File: config.mk
export PLATFORM = sky130hd
export DESIGN_NAME = fetch_stage
export DESIGN_NICKNAME = d
export VERILOG_FILES = /design/src/rtl/fetch_stage.sv
export SDC_FILE = /design/constraint.sdc
export NUM_CORES = 1
export LEC_CHECK = 0
export ABC_AREA = 1
export CORE_UTILIZATION = 41
export DETAILED_ROUTE_END_ITERATION = 6
export PLACE_DENSITY_LB_ADDON = 0.2
export SLEW_MARGIN = 25
export SYNTH_ARGS = -nofsm -noshare
export SYNTH_HDL_FRONTEND = slang
export SYNTH_SLANG_ARGS = --single-unit
File: constraint.sdc
create_clock -name clk -period 4.5 [get_ports clk]
set_input_delay 1.35 -clock clk [delete_from_list [all_inputs] [get_ports clk]]
set_output_delay 1.35 -clock clk [all_outputs]
set_load 0.005 [all_outputs]
File: src/rtl/fetch_stage.sv
// fetch_stage: instruction fetch front end.
// Holds the fetch PC, issues word-aligned requests to the instruction cache,
// and presents one registered instruction per cycle to the decoder.
// Two states: FETCH (normal operation) and DROP (the response of a squashed
// in-flight request is discarded before the redirect target is fetched).
// Optional feature: define FETCH_JAL_PREDECODE_EN to follow JAL targets at
// capture time instead of falling through to pc+4.

`ifndef WORD_SIZE
`define WORD_SIZE 32
`endif

`ifndef OPCODE_JUMP
`define OPCODE_JUMP 7'b1101111
`endif

module fetch_stage #(
    parameter int unsigned          INSTR_SIZE = `WORD_SIZE,
    parameter logic [`WORD_SIZE-1:0] RESET_PC  = 32'h0000_0000
) (
    input  logic                   clk,
    input  logic                   reset,
    output logic                   icache_req,
    output logic [`WORD_SIZE-1:0]  icache_addr,
    input  logic                   icache_ready,
    input  logic [INSTR_SIZE-1:0]  icache_data,
    input  logic                   stall,
    input  logic                   redirect,
    input  logic [`WORD_SIZE-1:0]  redirect_pc,
    output logic [INSTR_SIZE-1:0]  instr_out,
    output logic [`WORD_SIZE-1:0]  pc_out,
    output logic                   valid_out
);

    localparam int unsigned W = `WORD_SIZE;

    typedef enum logic {
        FETCH = 1'b0,
        DROP  = 1'b1
    } state_t;

    state_t         state;
    logic [W-1:0]   pc;
    logic [W-1:0]   pending_pc;

    logic           blocked;
    logic           outstanding;
    logic [W-1:0]   redirect_aligned;
    logic [W-1:0]   seq_pc;
    logic [W-1:0]   next_pc;
    logic           unused_redirect_low;

    // Decoder holding a live instruction freezes fetch; the request is
    // suppressed only then, so a miss once issued is never withdrawn.
    assign blocked          = (state == FETCH) && stall && valid_out;
    assign icache_req       = !reset && !blocked;
    assign icache_addr      = pc;
    assign outstanding      = icache_req && !icache_ready;
    assign redirect_aligned = {redirect_pc[W-1:2], 2'b00};
    assign seq_pc           = pc + W'(4);
    assign unused_redirect_low = ^redirect_pc[1:0];

`ifdef FETCH_JAL_PREDECODE_EN
    logic [31:0]    word;
    logic [W-1:0]   jal_imm;
    logic [W-1:0]   jal_sum;
    logic           is_jal;
    logic           unused_word_bits;

    // Sign-extended J-type immediate of the word being captured.
    always_comb begin
        word    = 32'(icache_data);
        is_jal  = (word[6:0] == `OPCODE_JUMP);
        jal_imm = W'($signed({word[31], word[19:12], word[20], word[30:21], 1'b0}));
        jal_sum = pc + jal_imm;
        next_pc = is_jal ? {jal_sum[W-1:2], 2'b00} : seq_pc;
    end

    assign unused_word_bits = ^word[11:7];
`else
    assign next_pc = seq_pc;
`endif

    // Fetch FSM with registered decoder-side outputs; redirect has top priority.
    always_ff @(posedge clk) begin
        if (reset) begin
            state      <= FETCH;
            pc         <= RESET_PC;
            pending_pc <= '0;
            valid_out  <= 1'b0;
            instr_out  <= '0;
            pc_out     <= '0;
        end else begin
            case (state)
                FETCH: begin
                    if (redirect) begin
                        valid_out <= 1'b0;
                        // A request still waiting on the cache keeps its
                        // address; the target waits in pending_pc.
                        if (outstanding) begin
                            pending_pc <= redirect_aligned;
                            state      <= DROP;
                        end else begin
                            pc <= redirect_aligned;
                        end
                    end else if (blocked) begin
                        valid_out <= valid_out;
                    end else if (icache_ready) begin
                        instr_out <= icache_data;
                        pc_out    <= pc;
                        valid_out <= 1'b1;
                        pc        <= next_pc;
                    end else begin
                        valid_out <= 1'b0;
                    end
                end
                DROP: begin
                    valid_out <= 1'b0;
                    if (redirect) begin
                        pending_pc <= redirect_aligned;
                    end else if (icache_ready) begin
                        pc    <= pending_pc;
                        state <= FETCH;
                    end
                end
                default: state <= FETCH;
            endcase
        end
    end

endmodule

Yosys cells after proc, flatten, opt, wreduce, memory -nomap -nowiden
Index checks and enable logic that the tools add are counted.

word-level totals
  bits in writable memories = 0
  latch bits = 0
  output and inout port bits = 98
  memories kept = 0
  memory bits (read-only) = 0
  flip-flop bits (word level) = 130

cells by class
  reductions and logical operators = 10
  multipliers = 0
  div/mod/pow operators = 0
  bitwise operators = 3
  add/subtract/negate cells = 1
  equality and inequality tests = 8
  order comparisons = 0
  shift operators = 0
  muxes and demuxes = 20

operators with widths
  operator                                                         number
  32-bit two-way mux                                               9
  32-bit case mux with 2 select lines                              2
  32-bit by 3-bit adder with 32-bit output, second input constant  1
  2-bit inequality test, second input constant                     5
  3-bit inequality test, second input constant                     3
  1-bit two-way mux                                                7
  5-bit AND reduction                                              1
  1-bit logical AND                                                4
  1-bit case mux with 2 select lines                               2
  4-bit AND reduction                                              1
  1-bit logical NOT                                                3
  1-bit NOT                                                        3
  3-bit AND reduction                                              1

Logic depth before layout (Yosys ltp)
  depth after elaboration = 9
  depth in mapped cells = 11
  mapped depth without buffers = 10

Worst setup path before layout
OpenSTA, ideal clock, no wires.

  path type = input -> output
  from = input port stall
  to = output port icache_req
  arrival time = 1.612 ns
  stages on the path = 3
  setup slack = 1.538 ns
  path buffers = 0
  cells stage by stage = nand2_1 -> nor2_4 -> nor2_2

between the ends
  cells in the longest elaborated chain, start to end = 4

ends and longest elaborated chain
  item                            RTL line  source
  start, declared                 27        input logic stall,
  1-bit logical AND (2 in a row)  55        assign blocked = (state == FETCH) && stall && valid_out;
  1-bit logical NOT               56        assign icache_req = !reset && !blocked;
  1-bit logical AND               56
  end, declared                   23        output logic icache_req,

No other way between the ends.

Final worst setup path
Ends and elaborated chain as after synthesis.

==> PnR_summary.wiki <==
{| class="wikitable"
! Metric !! Value
|-
| Run status || completed
|-
| All-Layer GR Usage || 22.6%
|-
| Critical path buffer and inverter count || 2
|-
| Final cell utilization of the core || 59.8%
|-
| Reg-to-reg setup timing slack || 2420 ps
|-
| Worst reg-to-reg path cell count || 8
|-
| Nets || 1059
|-
| Resized cells post-CTS || 0
|-
| Min Hold Slack || 439 ps
|-
| Combinational share of power || 15.0%
|-
| Number of global-route vias before repair || 5199
|-
| Biggest area consumer among synthesized cells || sky130_fd_sc_hd__dfxtp_1
|-
| Critical Setup Path Class || input port to output pin
|-
| Final Skew || 7.57 ps
|-
| Final setup violating endpoints || 0
|-
| Synthesized-area fraction occupied by ao, oa, aoi and oai cells || 22.8%
|-
| Maximum clock frequency || 255 MHz
|-
| Largest delay share family, worst path || buffers and inverters
|-
| Initial core utilization || 42.8%
|-
| CTS tree || done
|-
| DRC violations left || 0
|-
| Proportion of layout cells with a drive suffix above 1 || 4.80%
|-
| Area share of the largest cell type after synthesis || 43.1%
|-
| Max-slew violations || 0
|-
| Setup WS post-layout || 575 ps
|-
| Hold Fails Final Rpt || 0
|-
| Unique cell type count in the Yosys netlist || 26
|-
| Clock-pin slew of the registers on the worst-case setup and hold paths || 50 ps
|-
| Remaining Overflow, GRT || 0
|-
| Yosys warnings || 0
|-
| Delay of the slowest critical-path stage || 510 ps
|-
| Setup repair after global routing missed its margin || false
|-
| Most common flop cell mapped by yosys || sky130_fd_sc_hd__dfxtp_1
|-
| Final cycle utilization of the critical path || 87.2%
|-
| Total clock buffers created by CTS || 17
|-
| Depth of the CTS H-tree || 4
|-
| Post-CTS Repair Setup Buffers || 0
|-
| Post-synth EDFFs || 0
|-
| Share of cell area taken by muxes after synthesis || 0%
|-
| Layout filler cell count || 1317
|-
| Worst Hold End || pc_out[15]$_SDFFE_PP0P_
|-
| Cell count after placement || 1146
|-
| Worst Setup SP || stall
|-
| Adder-cell share of the synthesized area || 0.217%
|-
| Post-synthesis sequential area ratio || 43.1%
|-
| Synthesized instance count || 847
|-
| Violation count after the first detailed-route iteration || 383
|-
| Number of top-level design ports || 167
|-
| Critical register-to-register path endpoint || icache_addr[19]$_SDFFE_PP0P_
|-
| Leading cell type in the layout, fill and taps excluded || sky130_fd_sc_hd__clkdlybuf4s50_1
|-
| Required time at the worst-slack endpoint || 3150 ps
|-
| Maximum number of pins on one net before global-route repair || 125
|-
| Final ANT Viol Nets || 0
|-
| Power share of the sequential group || 40.6%
|-
| Fraction of registers with async set or reset after synthesis || 0%
|-
| Cell seen most often among critical-path stages || sky130_fd_sc_hd__clkdlybuf4s50_1
|-
| DP HPWL || 10.9 mm
|-
| Worst setup EP type || output pin
|-
| Cell row count || 42
|-
| First-pass detailed-route iteration total || 5
|-
| Cell area after synthesis || 5760 sq um
|-
| Max Cap Violations || 0
|-
| Total internal power || 2.35 mW
|-
| Headroom to the max-slew limit || 49.8%
|-
| Floorplan die area || 14500 sq um
|-
| Routed via count divided by cell count || 4.92
|-
| Setup_tns || 0 ps
|-
| Transition time at the pin with the least slew margin || 754 ps
|-
| Shortest period the worst path allows || 3920 ps
|-
| Count of hold buffers inserted by post-cts repair || 0
|-
| Post-synthesis share of cell area spent on xor and xnor gates || 0.608%
|-
| Hold path cells || 2
|-
| Net switching power || 764 uW
|-
| Final weighted congestion in routability-driven placement || 0.850
|-
| Startpoint types || input port
|-
| Final Non-Filler Cells || 1175
|-
| Total Wirelength || 15.8 mm
|-
| Leading cell types in the layout, fill and taps excluded || sky130_fd_sc_hd__clkdlybuf4s50_1, sky130_fd_sc_hd__nand2_1, sky130_fd_sc_hd__nor2_1, sky130_fd_sc_hd__dfxtp_1, sky130_fd_sc_hd__o21ai_0
|-
| Area growth from synthesis to layout || 39.7%
|-
| Average wire length per cell after detail routing || 13.5 um
|-
| P per Cell Area || 387 nW/um^2
|-
| Initial antenna violation count || 0
|-
| Overall die width || 121 um
|-
| DP Worst Slack || 566 ps
|-
| Core area || 13500 sq um
|-
| Largest family of logic cells by synthesized area || compound AO/OA/AOI/OAI gates
|-
| Cells traversed along the worst timing path || clkdlybuf4s50_1 -> nand2_1 -> nor2_4 -> nor2_2 -> clkdlybuf4s50_1
|-
| Clock sink count || 124
|-
| First-pass GRT wire length || 25.7 mm
|-
| Antenna diode count || 0
|-
| Top cells by area, synth || sky130_fd_sc_hd__dfxtp_1, sky130_fd_sc_hd__o21ai_0, sky130_fd_sc_hd__nand2_1, sky130_fd_sc_hd__nor2_1, sky130_fd_sc_hd__a21oi_1
|-
| Arrival time at the worst endpoint || 2570 ps
|-
| Buffers added on ports || 160
|-
| Static leakage power || 3.09 nW
|-
| Critical-path top delay cell || sky130_fd_sc_hd__clkdlybuf4s50_1
|-
| Hold Crit Start || pc_out[15]$_SDFFE_PP0P_
|-
| Clock power frac || 44.4%
|-
| Worst hold path class || flop to flop
|-
| Root buffer selected by CTS || sky130_fd_sc_hd__clkbuf_16
|-
| Number of flip-flops and latches in the synthesized netlist || 124
|-
| Mean instance size in the synthesized netlist || 6.80 sq um
|-
| Maximum vdd drop || 0.000240 V
|-
| Critical R2R Launch || state$_SDFF_PP0_
|-
| Insertion delay of the later-clocked pin in the worst-skew pair || 420 ps
|-
| Largest buffer count on any clock path || 2
|-
| Floorplan die height || 121 um
|-
| Switch share || 24.5%
|-
| Worst-path maximum fanout || 3
|-
| Simple logic cell fraction of the synthesized area || 22.3%
|-
| Vias after detailed routing || 5779
|}
[metrics by stage]
stage	power, mW	cell area [sq um]
5_1_grt	3.27	8050
2_1_floorplan	1.49	5770
3_3_place_gp	1.75	7450
4_1_cts	3.15	8050
6_report	3.12	8050
3_5_place_dp	1.75	7450
[routing by layer]
metal | global-route usage, % | part of all wire, % | up-vias
met4 | 8.95 | 1.7 | 0
met2 | 34.6 | 44 | 215
met5 | 0 | 0 | -
met1 | 30.7 | 47 | 2536
li1 | - | - | 3008
met3 | 5.38 | 7.1 | 20
[power by group through the flow]
stage          Combinational, mW  Sequential (mW)  Clock, mW
3_3_place_gp               0.463             1.28          0
3_5_place_dp               0.467             1.29          0
6_report                   0.467             1.27       1.38
5_1_grt                    0.526             1.28       1.46
2_1_floorplan              0.221             1.27          0
4_1_cts                    0.470             1.26       1.42
[worst min-delay path, delay by kind of cell, from the launching register on]
family / cells / cell delay, ps
AO/OA/AOI/OAI: 1 / 50
buffers and inverters: 1 / 40
flip-flops: 1 / 300
[state kept, by name (all words and copies together), names as in the netlist]
name and cells:
instr_out 32, icache_addr 30, pc_out 30, valid_out 1, state 1, pending_pc 30
[cells by family (layout without fill, tap and decap cells)]
kind of cell / Yosys count / in the layout
compound gates: 244 / 244
xor+xnor: 4 / 4
fa+ha+maj: 1 / 1
buf+inv: 153 / 302
flops: 124 / 124
other cells: 1 / 4
simple gates: 320 / 320
[area by class of cell]
cell class	count	area, sq um	share of cell area, %
multi-input combinational	573	2670	33.2
inverter	103	387	4.80
clock inverter	7	114	1.41
tap	176	220	2.74
timing repair buffer	170	1690	21.0
sequential	124	2480	30.8
clock buffer	22	484	6.01
[cells in the mapped netlist (all sizes together) (2+ instances only)]
cell and instances:
o21ai 125, nor3 4, and2 2, nor2 141
a22o 23, nand3b 3, nand3 28, a21oi 94
buf 22, clkbuf 28, inv 103, dfxtp 124
xor2 4, nand2 141
[worst max path at each step]
stage | slack, ps | endpoint | cells after the start
3_3_place_gp | 580 | icache_req | 5
2_1_floorplan | 1540 | icache_req | 3
5_1_grt | 520 | icache_req | 5
3_5_place_dp | 570 | icache_req | 5
6_report | 580 | icache_req | 5
4_1_cts | 570 | icache_req | 5
Power figures use the tool's default switching activity.
